[config.mk]
export PLATFORM = sky130hd
export DESIGN_NAME = gpio_cfg_loader_flat
export DESIGN_NICKNAME = d
export VERILOG_FILES = /design/src/rtl/gpio_cfg_loader_pkg.sv /design/src/rtl/gpio_cfg_loader_if.sv /design/src/rtl/gpio_cfg_loader_phase_timer.sv /design/src/rtl/gpio_cfg_loader.sv /design/src/flat_wrapper.sv
export SDC_FILE = /design/constraint.sdc
export NUM_CORES = 1
export LEC_CHECK = 0
export ABC_CLOCK_PERIOD_IN_PS = 23300
export CAP_MARGIN = 20
export CORE_UTILIZATION = 25
export DETAILED_ROUTE_END_ITERATION = 6
export HOLD_SLACK_MARGIN = 0.15
export SLEW_MARGIN = 30
export SYNTH_ARGS = -nofsm -noshare
export SYNTH_HDL_FRONTEND = slang
export SYNTH_SLANG_ARGS = --single-unit
[constraint.sdc]
create_clock -name wb_clk_i -period 23.3 [get_ports wb_clk_i]
set_clock_uncertainty 0.2 [all_clocks]
set_input_delay 4.66 -clock wb_clk_i [delete_from_list [all_inputs] [get_ports wb_clk_i]]
set_output_delay 4.66 -clock wb_clk_i [all_outputs]
set_load 0.03 [all_outputs]
[src/rtl/gpio_cfg_loader_pkg.sv]
// -----------------------------------------------------------------------------
// gpio_cfg_pkg
// Shared definitions for the GPIO pad configuration loader: sequencer states,
// default configuration width/value and the bit positions of the fields inside
// one pad configuration word.
// -----------------------------------------------------------------------------
package gpio_cfg_pkg;

  typedef enum logic [2:0] {
    IDLE,
    SHIFT_LO,
    SHIFT_HI,
    LOAD,
    DONE
  } state_t;

  localparam int CFG_BITS = 13;
  localparam logic [12:0] DEFAULT_CFG = 13'h0403;

  // Field positions inside a pad configuration word
  localparam int FLD_MGMT_EN     = 0;
  localparam int FLD_OUTENB      = 1;
  localparam int FLD_HOLDOVER    = 2;
  localparam int FLD_INP_DIS     = 3;
  localparam int FLD_IB_MODE_SEL = 4;
  localparam int FLD_ANALOG_EN   = 5;
  localparam int FLD_ANALOG_SEL  = 6;
  localparam int FLD_ANALOG_POL  = 7;
  localparam int FLD_SLOW_SEL    = 8;
  localparam int FLD_VTRIP_SEL   = 9;
  localparam int FLD_DM_LSB      = 10;
  localparam int FLD_DM_MSB      = 12;

endpackage

[src/rtl/gpio_cfg_loader_if.sv]
// -----------------------------------------------------------------------------
// gpio_cfg_loader_if
// Bundles the management register port, the transfer control/status and the
// serial chain outputs of the GPIO configuration loader.
//   master : management side (drives cfg_we/cfg_addr/cfg_wdata/xfer_start)
//   slave  : the loader (drives cfg_rdata, busy, done and the serial_* chain)
// -----------------------------------------------------------------------------
interface gpio_cfg_loader_if #(
  parameter int TOTAL_PADS = 38,
  parameter int CFG_BITS   = gpio_cfg_pkg::CFG_BITS
);
  localparam int ADDR_W = (TOTAL_PADS > 1) ? $clog2(TOTAL_PADS) : 1;

  logic                cfg_we;
  logic [ADDR_W-1:0]   cfg_addr;
  logic [CFG_BITS-1:0] cfg_wdata;
  logic [CFG_BITS-1:0] cfg_rdata;
  logic                xfer_start;
  logic                busy;
  logic                done;
  logic                serial_clock;
  logic                serial_data;
  logic                serial_load;
  logic                serial_resetn;

  modport master (
    output cfg_we, cfg_addr, cfg_wdata, xfer_start,
    input  cfg_rdata, busy, done, serial_clock, serial_data, serial_load,
           serial_resetn
  );

  modport slave (
    input  cfg_we, cfg_addr, cfg_wdata, xfer_start,
    output cfg_rdata, busy, done, serial_clock, serial_data, serial_load,
           serial_resetn
  );
endinterface

[src/rtl/gpio_cfg_loader_phase_timer.sv]
// -----------------------------------------------------------------------------
// gpio_cfg_phase_timer
// Down-counter that measures one serial phase of CLK_DIV clock cycles.
//   clk, rst      : clock, asynchronous active-high reset
//   i_reload      : restart the phase (asserted on every state entry)
//   o_phase_end   : high in the last cycle of the current phase
// -----------------------------------------------------------------------------
module gpio_cfg_phase_timer #(
  parameter int CLK_DIV = 1
) (
  input  logic clk,
  input  logic rst,
  input  logic i_reload,
  output logic o_phase_end
);
  localparam int TMR_W = $clog2(CLK_DIV + 1);
  localparam logic [TMR_W-1:0] RELOAD = TMR_W'(CLK_DIV - 1);

  logic [TMR_W-1:0] r_cnt;

  always_ff @(posedge clk or posedge rst) begin
    if (rst) begin
      r_cnt <= RELOAD;
    end else if (i_reload) begin
      r_cnt <= RELOAD;
    end else if (r_cnt != '0) begin
      r_cnt <= r_cnt - TMR_W'(1);
    end
  end

  assign o_phase_end = (r_cnt == '0);
endmodule

[src/rtl/gpio_cfg_loader.sv]
// -----------------------------------------------------------------------------
// gpio_cfg_loader
// Holds one configuration word per user pad and shifts the whole set into the
// pad control chain (last pad first, MSB first), then pulses serial_load so all
// pads switch mode on the same cycle.
//   wb_clk_i, wb_rst_i : clock, asynchronous active-high reset
//   bus (slave)        : cfg_we/cfg_addr/cfg_wdata/cfg_rdata register port,
//                        xfer_start/busy/done control, serial_clock/data/load/
//                        resetn chain outputs
// Build option: GPIO_CFG_AUTOLOAD_EN starts one transfer automatically right
// after reset so the pads receive DEFAULT_CFG without firmware action.
// -----------------------------------------------------------------------------
module gpio_cfg_loader #(
  parameter int TOTAL_PADS = 38,
  parameter int CFG_BITS   = gpio_cfg_pkg::CFG_BITS,
  parameter int CLK_DIV    = 1,
  parameter logic [CFG_BITS-1:0] DEFAULT_CFG = CFG_BITS'(gpio_cfg_pkg::DEFAULT_CFG)
) (
  input  logic             wb_clk_i,
  input  logic             wb_rst_i,
  gpio_cfg_loader_if.slave bus
);
  import gpio_cfg_pkg::*;

  localparam int ADDR_W = (TOTAL_PADS > 1) ? $clog2(TOTAL_PADS) : 1;
  localparam int BIT_W  = (CFG_BITS > 1) ? $clog2(CFG_BITS) : 1;
  localparam int N_BITS = TOTAL_PADS * CFG_BITS;
  localparam int CNT_W  = (N_BITS > 1) ? $clog2(N_BITS) : 1;
  localparam logic [CNT_W-1:0]  LAST_BIT  = CNT_W'(N_BITS - 1);
  localparam logic [ADDR_W-1:0] LAST_PAD  = ADDR_W'(TOTAL_PADS - 1);
  localparam logic [BIT_W-1:0]  MSB_IDX   = BIT_W'(CFG_BITS - 1);
  localparam logic [ADDR_W:0]   PAD_LIMIT = (ADDR_W + 1)'(TOTAL_PADS);

  logic [CFG_BITS-1:0] r_shadow [TOTAL_PADS];
  state_t              r_state;
  logic [CNT_W-1:0]    r_bit_cnt;
  logic [ADDR_W-1:0]   r_pad_idx;
  logic [BIT_W-1:0]    r_bit_idx;
  logic                r_busy, r_done, r_sclk, r_sdata, r_sload, r_resetn;

  logic                w_addr_ok, w_wr_en, w_start, w_first_bit;
  logic                w_phase_end, w_timer_reload;
  logic [ADDR_W-1:0]   w_next_pad;
  logic [BIT_W-1:0]    w_next_bit;
  logic [CFG_BITS-1:0] w_rdata;

  assign w_addr_ok = ({1'b0, bus.cfg_addr} < PAD_LIMIT);
  // Blocking writes while busy keeps the shadow frozen for the whole transfer,
  // so no separate snapshot register is needed.
  assign w_wr_en   = bus.cfg_we && !r_busy && w_addr_ok;

  genvar gi;
  generate
    for (gi = 0; gi < TOTAL_PADS; gi++) begin : g_shadow
      always_ff @(posedge wb_clk_i or posedge wb_rst_i) begin
        if (wb_rst_i) begin
          r_shadow[gi] <= DEFAULT_CFG;
        end else if (w_wr_en && (bus.cfg_addr == ADDR_W'(gi))) begin
          r_shadow[gi] <= bus.cfg_wdata;
        end
      end
    end
  endgenerate

  always_comb begin
    w_rdata = '0;
    if (w_addr_ok) w_rdata = r_shadow[bus.cfg_addr];
  end

  // A write landing on the same edge as the start must already be seen by
  // the first shifted bit, so bypass the shadow for the last pad.
  assign w_first_bit = (w_wr_en && (bus.cfg_addr == LAST_PAD))
                       ? bus.cfg_wdata[CFG_BITS-1]
                       : r_shadow[LAST_PAD][CFG_BITS-1];

  always_comb begin
    w_next_pad = r_pad_idx;
    w_next_bit = r_bit_idx - BIT_W'(1);
    if (r_bit_idx == '0) begin
      w_next_pad = r_pad_idx - ADDR_W'(1);
      w_next_bit = MSB_IDX;
    end
  end

`ifdef GPIO_CFG_AUTOLOAD_EN
  // High for exactly the cycle after serial_resetn rises.
  logic r_auto_go;
  always_ff @(posedge wb_clk_i or posedge wb_rst_i) begin
    if (wb_rst_i) r_auto_go <= 1'b0;
    else          r_auto_go <= ~r_resetn;
  end
  assign w_start = bus.xfer_start | r_auto_go;
`else
  assign w_start = bus.xfer_start;
`endif

  // Keep the timer primed while idle so the first phase is full length.
  assign w_timer_reload = (r_state == IDLE) || (r_state == DONE) || w_phase_end;

  gpio_cfg_phase_timer #(.CLK_DIV(CLK_DIV)) u_timer (
    .clk         (wb_clk_i),
    .rst         (wb_rst_i),
    .i_reload    (w_timer_reload),
    .o_phase_end (w_phase_end)
  );

  always_ff @(posedge wb_clk_i or posedge wb_rst_i) begin
    if (wb_rst_i) begin
      r_state   <= IDLE;
      r_bit_cnt <= '0;
      r_pad_idx <= '0;
      r_bit_idx <= '0;
      r_busy    <= 1'b0;
      r_done    <= 1'b0;
      r_sclk    <= 1'b0;
      r_sdata   <= 1'b0;
      r_sload   <= 1'b0;
      r_resetn  <= 1'b0;
    end else begin
      r_resetn <= 1'b1;
      case (r_state)
        IDLE: begin
          if (w_start) begin
            r_state   <= SHIFT_LO;
            r_bit_cnt <= '0;
            r_pad_idx <= LAST_PAD;
            r_bit_idx <= MSB_IDX;
            r_sdata   <= w_first_bit;
            r_busy    <= 1'b1;
          end
        end
        SHIFT_LO: begin
          if (w_phase_end) begin
            r_state <= SHIFT_HI;
            r_sclk  <= 1'b1;
          end
        end
        SHIFT_HI: begin
          if (w_phase_end) begin
            r_sclk <= 1'b0;
            if (r_bit_cnt == LAST_BIT) begin
              r_state <= LOAD;
              r_sload <= 1'b1;
              r_sdata <= 1'b0;
            end else begin
              r_state   <= SHIFT_LO;
              r_bit_cnt <= r_bit_cnt + CNT_W'(1);
              r_pad_idx <= w_next_pad;
              r_bit_idx <= w_next_bit;
              r_sdata   <= r_shadow[w_next_pad][w_next_bit];
            end
          end
        end
        LOAD: begin
          if (w_phase_end) begin
            r_state <= DONE;
            r_sload <= 1'b0;
            r_done  <= 1'b1;
          end
        end
        DONE: begin
          r_state <= IDLE;
          r_done  <= 1'b0;
          r_busy  <= 1'b0;
        end
        default: r_state <= IDLE;
      endcase
    end
  end

  assign bus.cfg_rdata     = w_rdata;
  assign bus.busy          = r_busy;
  assign bus.done          = r_done;
  assign bus.serial_clock  = r_sclk;
  assign bus.serial_data   = r_sdata;
  assign bus.serial_load   = r_sload;
  assign bus.serial_resetn = r_resetn;
endmodule

[src/flat_wrapper.sv]
// flat-port wrapper written by rule: the top's interface ports become plain ports
module gpio_cfg_loader_flat import gpio_cfg_pkg::*;
#(
  parameter int TOTAL_PADS = 38,
  parameter int CFG_BITS   = gpio_cfg_pkg::CFG_BITS,
  parameter int CLK_DIV    = 1,
  parameter logic [CFG_BITS-1:0] DEFAULT_CFG = CFG_BITS'(gpio_cfg_pkg::DEFAULT_CFG)
)
  (wb_clk_i, wb_rst_i, bus_cfg_we, bus_cfg_addr, bus_cfg_wdata, bus_xfer_start, bus_cfg_rdata, bus_busy, bus_done, bus_serial_clock, bus_serial_data, bus_serial_load, bus_serial_resetn);
  gpio_cfg_loader_if #(.TOTAL_PADS(TOTAL_PADS), .CFG_BITS(CFG_BITS)) bus_i ();
  input  logic wb_clk_i;
  input  logic wb_rst_i;
  input wire logic [$bits(bus_i.cfg_we)-1:0] bus_cfg_we;
  input wire logic [$bits(bus_i.cfg_addr)-1:0] bus_cfg_addr;
  input wire logic [$bits(bus_i.cfg_wdata)-1:0] bus_cfg_wdata;
  input wire logic [$bits(bus_i.xfer_start)-1:0] bus_xfer_start;
  output wire logic [$bits(bus_i.cfg_rdata)-1:0] bus_cfg_rdata;
  output wire logic [$bits(bus_i.busy)-1:0] bus_busy;
  output wire logic [$bits(bus_i.done)-1:0] bus_done;
  output wire logic [$bits(bus_i.serial_clock)-1:0] bus_serial_clock;
  output wire logic [$bits(bus_i.serial_data)-1:0] bus_serial_data;
  output wire logic [$bits(bus_i.serial_load)-1:0] bus_serial_load;
  output wire logic [$bits(bus_i.serial_resetn)-1:0] bus_serial_resetn;
  assign bus_i.cfg_we = bus_cfg_we;
  assign bus_i.cfg_addr = bus_cfg_addr;
  assign bus_i.cfg_wdata = bus_cfg_wdata;
  assign bus_i.xfer_start = bus_xfer_start;
  assign bus_cfg_rdata = bus_i.cfg_rdata;
  assign bus_busy = bus_i.busy;
  assign bus_done = bus_i.done;
  assign bus_serial_clock = bus_i.serial_clock;
  assign bus_serial_data = bus_i.serial_data;
  assign bus_serial_load = bus_i.serial_load;
  assign bus_serial_resetn = bus_i.serial_resetn;
  gpio_cfg_loader #(.TOTAL_PADS(TOTAL_PADS), .CFG_BITS(CFG_BITS), .CLK_DIV(CLK_DIV), .DEFAULT_CFG(DEFAULT_CFG)) u_core (.wb_clk_i(wb_clk_i), .wb_rst_i(wb_rst_i), .bus(bus_i));
endmodule
# After elaboration in Yosys (flattened, before gate mapping)

Cells that the tools add are included.

Memories: 0
Latch bits: 0
Output and inout bits: 19
ROM bits: 0
Bits in writable memories: 0
Register bits: 523
Word-level logic and storage cells: 211

$add $sub $neg: 4
$lt $le $gt $ge: 4
Multiplexer cells: 45
Shift-type cells: 0
Div/mod/pow operators: 0
Reductions and logical operators: 58
Bitwise logic cells: 3
Equality and inequality tests: 48
$mul: 0

Operators by type and width:

| cell                                          | count |
|---|---|
| binary-select mux 13 bit (select 6 bit)       | 2 |
| == test 6 x 5 -> 1 bit, second input constant | 16 |
| two-way mux 13 bit                            | 5 |
| == test 6 x 4 -> 1 bit, second input constant | 8 |
| logical AND 1 bit                             | 40 |
| == test 6 bit, second input constant          | 6 |
| two-way mux 9 bit                             | 3 |
| == test 6 x 3 -> 1 bit, second input constant | 4 |
| two-way mux 6 bit                             | 4 |
| one-hot mux 9 bit (2 select lines)            | 1 |
| two-way mux 4 bit                             | 4 |
| >= comparator 7 bit, second input constant    | 2 |
| inverter 6 -> 7 bit                           | 2 |
| == test 6 x 2 -> 1 bit, second input constant | 2 |
| two-way mux 1 bit                             | 12 |
| two-way mux 3 bit                             | 4 |
| one-hot mux 3 bit (4 select lines)            | 1 |
| one-hot mux 6 bit (2 select lines)            | 1 |
| AND reduction 4 bit                           | 3 |
| inequality test 2 bit, second input constant  | 5 |
| one-hot mux 1 bit (2 select lines)            | 5 |
| nonzero test 2 bit                            | 5 |
| adder 9 x 1 -> 9 bit, second input constant   | 1 |
| == test 9 bit, second input constant          | 1 |
| other kinds (21)                              | 25 |

# Depth between registers and ports, before layout

Gate-level depths: netlist (run 1).

Depth after elaboration: 11
Gate-level depth with buffers: 16

# Hierarchy

Synthesis (run 1) repeated with hierarchy kept, for this count alone.

Cells, all modules: 2370
Area, all modules: 29155.5 um2

By module, submodules not included:

| module               | area an instance (um2) | times used | cells an instance |
|---|---|---|---|
| gpio_cfg_loader      | 29144.2                | 1          | 2368 |
| gpio_cfg_phase_timer | 11.3                   | 1          | 2 |

# Worst setup path after synthesis (run 1)

Ideal clock, no wire load.

Path kind: input to output
Start: in bus_cfg_addr[0]
End: out bus_cfg_rdata[11]
Data arrival time: 7.080 ns
Data required time: 18.440 ns
Path buffers: 3
Slack: 11.360 ns
Stages: 7
Cell sequence: clkbuf_1 clkbuf_1 buf_1 mux4_2 mux4_2 inv_1 o22ai_1

Word-level cells in the longest chain between the ends: 5
Elaborated cells on any way between the ends: 6

Ends and longest elaborated chain:

| element                                               | RTL line              | text |
|---|---|---|
| start: declaration                                    | flat_wrapper.sv:14    | `input wire logic [$bits(bus_i.cfg_addr)-1:0] bus_cfg_addr;` |
| inverter 6 -> 7 bit (implied by the code)             | gpio_cfg_loader.sv:67 | `if (w_addr_ok) w_rdata = r_shadow[bus.cfg_addr];` |
| binary-select mux 13 bit (select 6 bit)               | gpio_cfg_loader.sv:67 |  |
| two-way mux 13 bit (implied by the code) (2 in a row) | gpio_cfg_loader.sv:67 |  |
| two-way mux 13 bit *                                  | gpio_cfg_loader.sv:67 |  |
| end: declaration                                      | flat_wrapper.sv:17    | `output wire logic [$bits(bus_i.cfg_rdata)-1:0] bus_cfg_rdata;` |

Every way passes the cells marked *; elsewhere a longest branch is shown, timed or not. The select of a mux whose other input is x is not followed.

# Final worst setup path (run 1)

Start: in bus_cfg_addr[1]
End: out bus_cfg_rdata[8]

Same word-level chain as after synthesis.

==> flow_metrics.tcl, run 1 <==
set metrics [dict create \
    critical_path_depth 9 \
    synth_area_leader_cell "dfrtp_1" \
    max_freq_mhz 76.2 \
    clock_path_buffers 3 \
    worstHoldPathCells 2 \
    drive_above_1_share_pct 49.0 \
    firstDrtPassIters 7 \
    p_sw_share_pct 29.3 \
    syn2layout_area_growth_pct 14.8 \
    worstSkewPairLatency_ns 0.65 \
    ys_seq_area_share_pct 46.1 \
    tns_ns 0 \
    vias 19600 \
    synth_edf_count 0 \
    drc 17 \
    post-dp-hpwl_um 56400 \
    routed_wl_um 92100 \
    cp.required_ns 18.44 \
    cts.sinks 522 \
    regArea_um2 13200 \
    yosys-top-cells-area "dfrtp_1 (36%), mux2_2 (20%), mux4_2 (17%)" \
    cts_setup_buffers 0 \
    grt_pass1_wl_um 137000 \
    num-nets-final 2130 \
    ant_nets 0 \
    grt_usage_pct 15.7 \
    powerDensity_nw_per_um2 75.8 \
    syn_avg_cell_area_um2 13.4 \
    slowest_delay_ns 0.80 \
    tightest_slew_ns 1.05 \
    die_area_um2 116000 \
    ys.flop_type "dfrtp_1" \
    startpoint "bus_cfg_addr[1]" \
    rsz0062_at_grt "no" \
    cts.hold.buffers_added 0 \
    die_y_um 340 \
    gp_congestion 0.877 \
    status "complete, but fails checks" \
    core_um2 113000 \
    placed_cells 3540 \
    rr_worst_depth 13 \
    synth.most_common_cell "mux2_2" \
    synth_commonest_cells "mux2_2 (504), dfrtp_1 (408), mux4_2 (217)" \
    drt_iter0_drc 2067 \
    slew_viol_final 0 \
    synth_area_um2 28600 \
    p_switching_mw 0.730 \
    reg2reg_from "u_core.r_pad_idx[1]" \
    clockRootBuffer "clkbuf_16" \
    period_needed_ns 13.12 \
    ctsResizeCount 0 \
    multiInputGateArea_um2 14600 \
    crit_buf_inv 3 \
    numCtsBuffers 59 \
    clk_pin_slew_ns 0.06 \
    crit_family "buffers and inverters" \
    grt_pass1_vias 19600 \
    max_cap_violations 0 \
    cts_max_level 2 \
    p_leak_nw 14.0 \
    antenna_found_initial 1 \
    power.internal_mw 1.76 \
    ys_warn_count 0 \
    async_reset_ff_share_pct 100 \
    path_cells "buf_6 -> buf_4 -> nand2b_1 -> nor3b_4 -> a222oi_1 -> nor2_1 -> a21oi_1 -> o22ai_1 -> clkdlybuf4s50_1" \
    drt-wirelength-per-cell_um 25.2 \
    finalHoldViolCount 0 \
    period_share_pct 56.3 \
    crit_arrival_ns 8.26 \
    vias_per_cell 5.36 \
    end_kind "output port" \
    combPwrFrac_pct 18.6 \
    yosys.area.top_type_share_pct 35.7 \
    clkPwrFrac_pct 38.2 \
    row_count 123 \
    synth_cell_types 78 \
    portBuffers 41 \
    initial_core_util_pct 25.3 \
    seqPwrFrac_pct 43.3 \
    syn_nets 2157 \
    nFillCells 11500 \
    violations "DRC" \
    critPathLaunchType "input port" \
    crit_type "input port to output port" \
    setup_violations 0 \
    cp_max_fo 48 \
    slew_headroom_pct 29.7 \
    final_cells 3654 \
    syn_inst 2130 \
    grt_overflow 0 \
    hold_path_class "flop to flop" \
    cts_tree "yes" \
    grt_max_degree 136 \
    dieWidth_um 340 \
    vdd_ir_drop_max_mv 0.0692 \
    cp_slowest_cell "clkdlybuf4s50_1" \
    ys_ff_latch 522 \
    ios 42 \
    hp-start "u_core.bus.serial_clock" \
]
[final cells by class]
type,count,share of cell area (%)
diodes,2,0.0152
clock buffers,92,5.39
clock inverters,18,0.674
inverters,22,0.289
multi-input cells,1382,44.5
flip-flops and latches,522,40.2
well taps,1500,5.71
repair buffers,116,3.20
[placed cells by master (no fill, tap or decap), types with 10 or more instances in the layout]
master / synthesis / routed
dfrtp_1: 408 / 408
nor3_1: 19 / 15
a22oi_1: 22 / 22
a31oi_1: 11 / 11
o22ai_1: 19 / 19
a22o_1: 10 / 10
a21oi_1: 36 / 35
a222oi_1: 13 / 13
nor2_1: 65 / 56
nand4_1: 16 / 16
clkbuf_8: 0 / 18
clkdlybuf4s50_1: 0 / 36
mux4_2: 217 / 217
clkbuf_1: 127 / 16
clkinv_2: 0 / 11
nand2_1: 175 / 164
buf_4: 7 / 69
dfstp_2: 114 / 114
inv_1: 20 / 19
clkbuf_16: 0 / 59
nand3_1: 71 / 71
o21ai_0: 17 / 17
mux2i_1: 38 / 38
mux2_2: 504 / 504
nand2_2: 0 / 11
[through the flow]
step | hold slack (ns) | power, mW | area (µm²) | worst slack [ns] | util, %
floorplan | 0.284 | 1.37 | 28600 | 4.05 | -
global placement | 0.283 | 1.54 | 30700 | 10.04 | 27.2
detailed placement | 0.286 | 1.55 | 30800 | 10.22 | 27.3
CTS | 0.301 | 2.50 | 32800 | 10.21 | 29.0
global route | 0.340 | 2.58 | 32900 | 10.0 | 29.1
finish | 0.301 | 2.49 | 32900 | 10.18 | 29.1
[power groups by stage]
| stage | combinational [mW] | sequential [mW] | clock [mW] |
|---|---|---|---|
| 2_1_floorplan | 0.310 | 1.06 | 0 |
| 3_3_place_gp | 0.449 | 1.09 | 0 |
| 3_5_place_dp | 0.456 | 1.09 | 0 |
| 4_1_cts | 0.457 | 1.08 | 0.968 |
| 5_1_grt | 0.489 | 1.09 | 1.01 |
| 6_report | 0.463 | 1.08 | 0.950 |
[logic make-up (layout without fill, tap and decap cells)]
family          count (synthesis)  after routing  share of synthesized area (%)
fa+ha+maj                       4              4                          0.175
buf+inv                       226            248                           3.34
other cells                     1              3                         0.0131
xor+xnor                       15             15                          0.537
mux                           759            759                           38.2
compound gates                195            195                           4.97
flops                         522            522                           46.1
simple gates                  408            408                           6.63
[sequential cells by signal (all words and copies together), names as in the netlist]
signal / cells
u_core.bus.busy: 1
u_core.bus.done: 1
u_core.bus.serial_clock: 1
u_core.bus.serial_data: 1
u_core.bus.serial_load: 1
u_core.bus.serial_resetn: 1
u_core.r_bit_cnt: 9
u_core.r_bit_idx: 4
u_core.r_pad_idx: 6
u_core.r_shadow: 494
u_core.r_state: 3
[worst paths after layout]
path                                                 to  slack, ns
worst min register to register  u_core.bus.serial_clock       0.30
max in group asynchronous           u_core.r_shadow[49]      16.13
worst max register to register   u_core.bus.serial_data      17.73
worst min-delay path            u_core.bus.serial_clock       0.30
worst max-delay path                   bus_cfg_rdata[8]      10.18
min in group asynchronous          u_core.r_shadow[349]       4.33
[worst reg2reg max path, delay by kind of cell, from the launching register on]
kind / cells / cell delay [ns]
simple gates: 2 / 0.41
mux: 1 / 0.64
fa+ha+maj: 1 / 0.28
flops: 1 / 0.87
buf+inv: 3 / 1.38
xor+xnor: 1 / 0.14
compound gates: 5 / 1.48
[routing by layer]
layer	up-vias	wire length [µm]	track usage, %
met1	10500	39100	21.3
met3	186	8030	4.08
met2	861	41500	23.8
met5	-	0	0
met4	0	3420	6.19
li1	8057	-	-
Note: power is estimated with default switching activity, not from simulation.
==> inputs of run 2 (changes only) <==
--- a/config.mk
+++ b/config.mk
@@ -5,7 +5,7 @@
 export SDC_FILE = /design/constraint.sdc
 export NUM_CORES = 1
 export LEC_CHECK = 0
-export ABC_CLOCK_PERIOD_IN_PS = 23300
+export ABC_CLOCK_PERIOD_IN_PS = 13350
 export CAP_MARGIN = 20
 export CORE_UTILIZATION = 25
 export DETAILED_ROUTE_END_ITERATION = 6
==> constraint.sdc (replaced) <==
create_clock -name wb_clk_i -period 13.35 [get_ports wb_clk_i]
set_clock_uncertainty 0.2 [all_clocks]
set_input_delay 2.67 -clock wb_clk_i [delete_from_list [all_inputs] [get_ports wb_clk_i]]
set_output_delay 2.67 -clock wb_clk_i [all_outputs]
set_load 0.03 [all_outputs]
==> flow_metrics.tcl, run 2 (synthesis gave the netlist of run 1 again) <==
set metrics [dict create \
    status "complete, no violations" \
    slew_headroom_pct 31.7 \
    largest_reg_flops 494 \
    clkPwrFrac_pct 37.7 \
    crit_arrival_ns 6.55 \
    post-dp-hpwl_um 56400 \
    syn2layout_area_growth_pct 14.6 \
    antenna_found_initial 0 \
    vias 19600 \
    worstSkewPairLatency_ns 0.66 \
    period_share_pct 70.6 \
    final_cell_mix "mux2_2 (504), dfrtp_1 (408), mux4_2 (217)" \
    hold_slack_ns 0.324 \
    ant_nets 0 \
    reg2reg_from "u_core.r_pad_idx[0]" \
    combPwrFrac_pct 18.6 \
    die_area_um2 116000 \
    drive_above_1_share_pct 48.8 \
    gp_congestion 0.859 \
    initial_core_util_pct 25.3 \
    portBuffers 41 \
    crit_family "buffers and inverters" \
    cp_slowest_cell "buf_4" \
    num-nets-final 2127 \
    p_sw_share_pct 29.5 \
    vias_per_cell 5.36 \
    crit_type "input port to output port" \
    finalHoldViolCount 0 \
    firstDrtPassIters 6 \
    grt_overflow 0 \
    setup_violations 0 \
    final_common_cell "mux2_2" \
    cts.hold.buffers_added 0 \
    max_cap_violations 0 \
    tightest_slew_ns 1.01 \
    top_register "u_core.r_shadow" \
    placed_area_um2 30800 \
    cts.sinks 522 \
    top_regs "u_core.r_shadow (494), u_core.r_bit_cnt (9), u_core.r_pad_idx (6)" \
    finalInstanceArea_um2 32800 \
    dieWidth_um 340 \
    grt_usage_pct 15.6 \
    power.internal_mw 3.04 \
    p_leak_nw 14.0 \
    p_switching_mw 1.27 \
    crit_buf_inv 3 \
    hold_path_class "flop to flop" \
    drt_iter0_drc 2087 \
    drc 0 \
    grt_pass1_wl_um 137000 \
    grt_max_degree 105 \
    max_freq_mhz 106 \
    tns_ns 0 \
    r2r_end "u_core.bus.serial_data" \
    cts_tree "yes" \
    hp-start "u_core.r_shadow[306]" \
    core_um2 113000 \
    vdd_ir_drop_max_mv 0.118 \
    end_kind "output port" \
    cpMostUsedCell "mux4_2" \
    powerDensity_nw_per_um2 131 \
    slew_viol_final 0 \
    row_count 123 \
    rsz0062_at_grt "no" \
    r2r_slack_ns 7.80 \
    ctsResizeCount 0 \
    path_cells "buf_6 -> buf_4 -> mux4_2 -> mux4_2 -> a21oi_1 -> o22ai_1 -> clkdlybuf4s50_1" \
    die_y_um 340 \
    cts_max_level 2 \
    seqPwrFrac_pct 43.7 \
    worstHoldPathCells 1 \
    clock_path_buffers 3 \
    critPathLaunchType "input port" \
    rr_worst_depth 13 \
    clockRootBuffer "clkbuf_16" \
    cts_setup_buffers 0 \
    slowest_delay_ns 0.80 \
    period_needed_ns 9.42 \
    numCtsBuffers 59 \
    cp_max_fo 80 \
    fin_util_pct 29.0 \
    cp.required_ns 10.48 \
    routed_wl_um 91700 \
    ios 42 \
    clk_pin_slew_ns 0.06 \
    drt-wirelength-per-cell_um 25.1 \
    grt_pass1_vias 19400 \
    min_to "u_core.r_shadow[306]" \
]
run 2: stage by stage:
step / instances / power, mW / setup slack, ns
6_report: 3652 / 4.31 / 3.93
4_1_cts: 3649 / 4.33 / 4.02
5_1_grt: 3651 / 4.48 / 3.89
3_5_place_dp: 3537 / 2.70 / 4.01
3_3_place_gp: 3533 / 2.69 / 4.07
2_1_floorplan: 2130 / 2.40 / 3.48
run 2: cell type report:
type / instances / area, µm²
Tap cell: 1500 / 1880
Timing Repair Buffer: 113 / 1050
Fill cell: 11400 / 80200
Multi-Input combinational cell: 1382 / 14600
Clock inverter: 15 / 154
Antenna cell: 1 / 2.50
Sequential cell: 522 / 13200
Clock buffer: 97 / 1790
Inverter: 22 / 86.3
run 2: worst register-to-register path: cells and delay by family, from the launching register on:
family | cells | cell delay [ns]
fa+ha+maj | 1 | 0.30
flops | 1 | 0.86
buf+inv | 3 | 1.43
compound gates | 5 | 1.42
simple gates | 2 | 0.42
mux | 1 | 0.61
xor+xnor | 1 | 0.14
run 2: worst max path at each step:
stage,from,end,cells after the start
6_report,bus_cfg_addr[1],bus_cfg_rdata[5],7
5_1_grt,bus_cfg_addr[1],bus_cfg_rdata[5],7
4_1_cts,bus_cfg_addr[1],bus_cfg_rdata[5],7
3_5_place_dp,bus_cfg_addr[1],bus_cfg_rdata[3],7
3_3_place_gp,bus_cfg_addr[3],bus_cfg_rdata[5],8
2_1_floorplan,wb_rst_i,u_core.bus.busy,1
run 2: routing by layer:
layer  part of all wire, %  track usage, %  vias to the layer above
li1                      -               -                     8046
met1                    43            21.9                    10400
met2                    45            23.8                      934
met3                   8.8            3.33                      178
met4                   3.2            5.44                        0
met5                     0               0                        -
run 2: power groups by stage:
stage	clock network (mW)	logic, mW	registers [mW]
3_5_place_dp	0	0.795	1.91
3_3_place_gp	0	0.783	1.90
5_1_grt	1.72	0.854	1.90
4_1_cts	1.66	0.798	1.88
6_report	1.62	0.803	1.88
2_1_floorplan	0	0.542	1.86
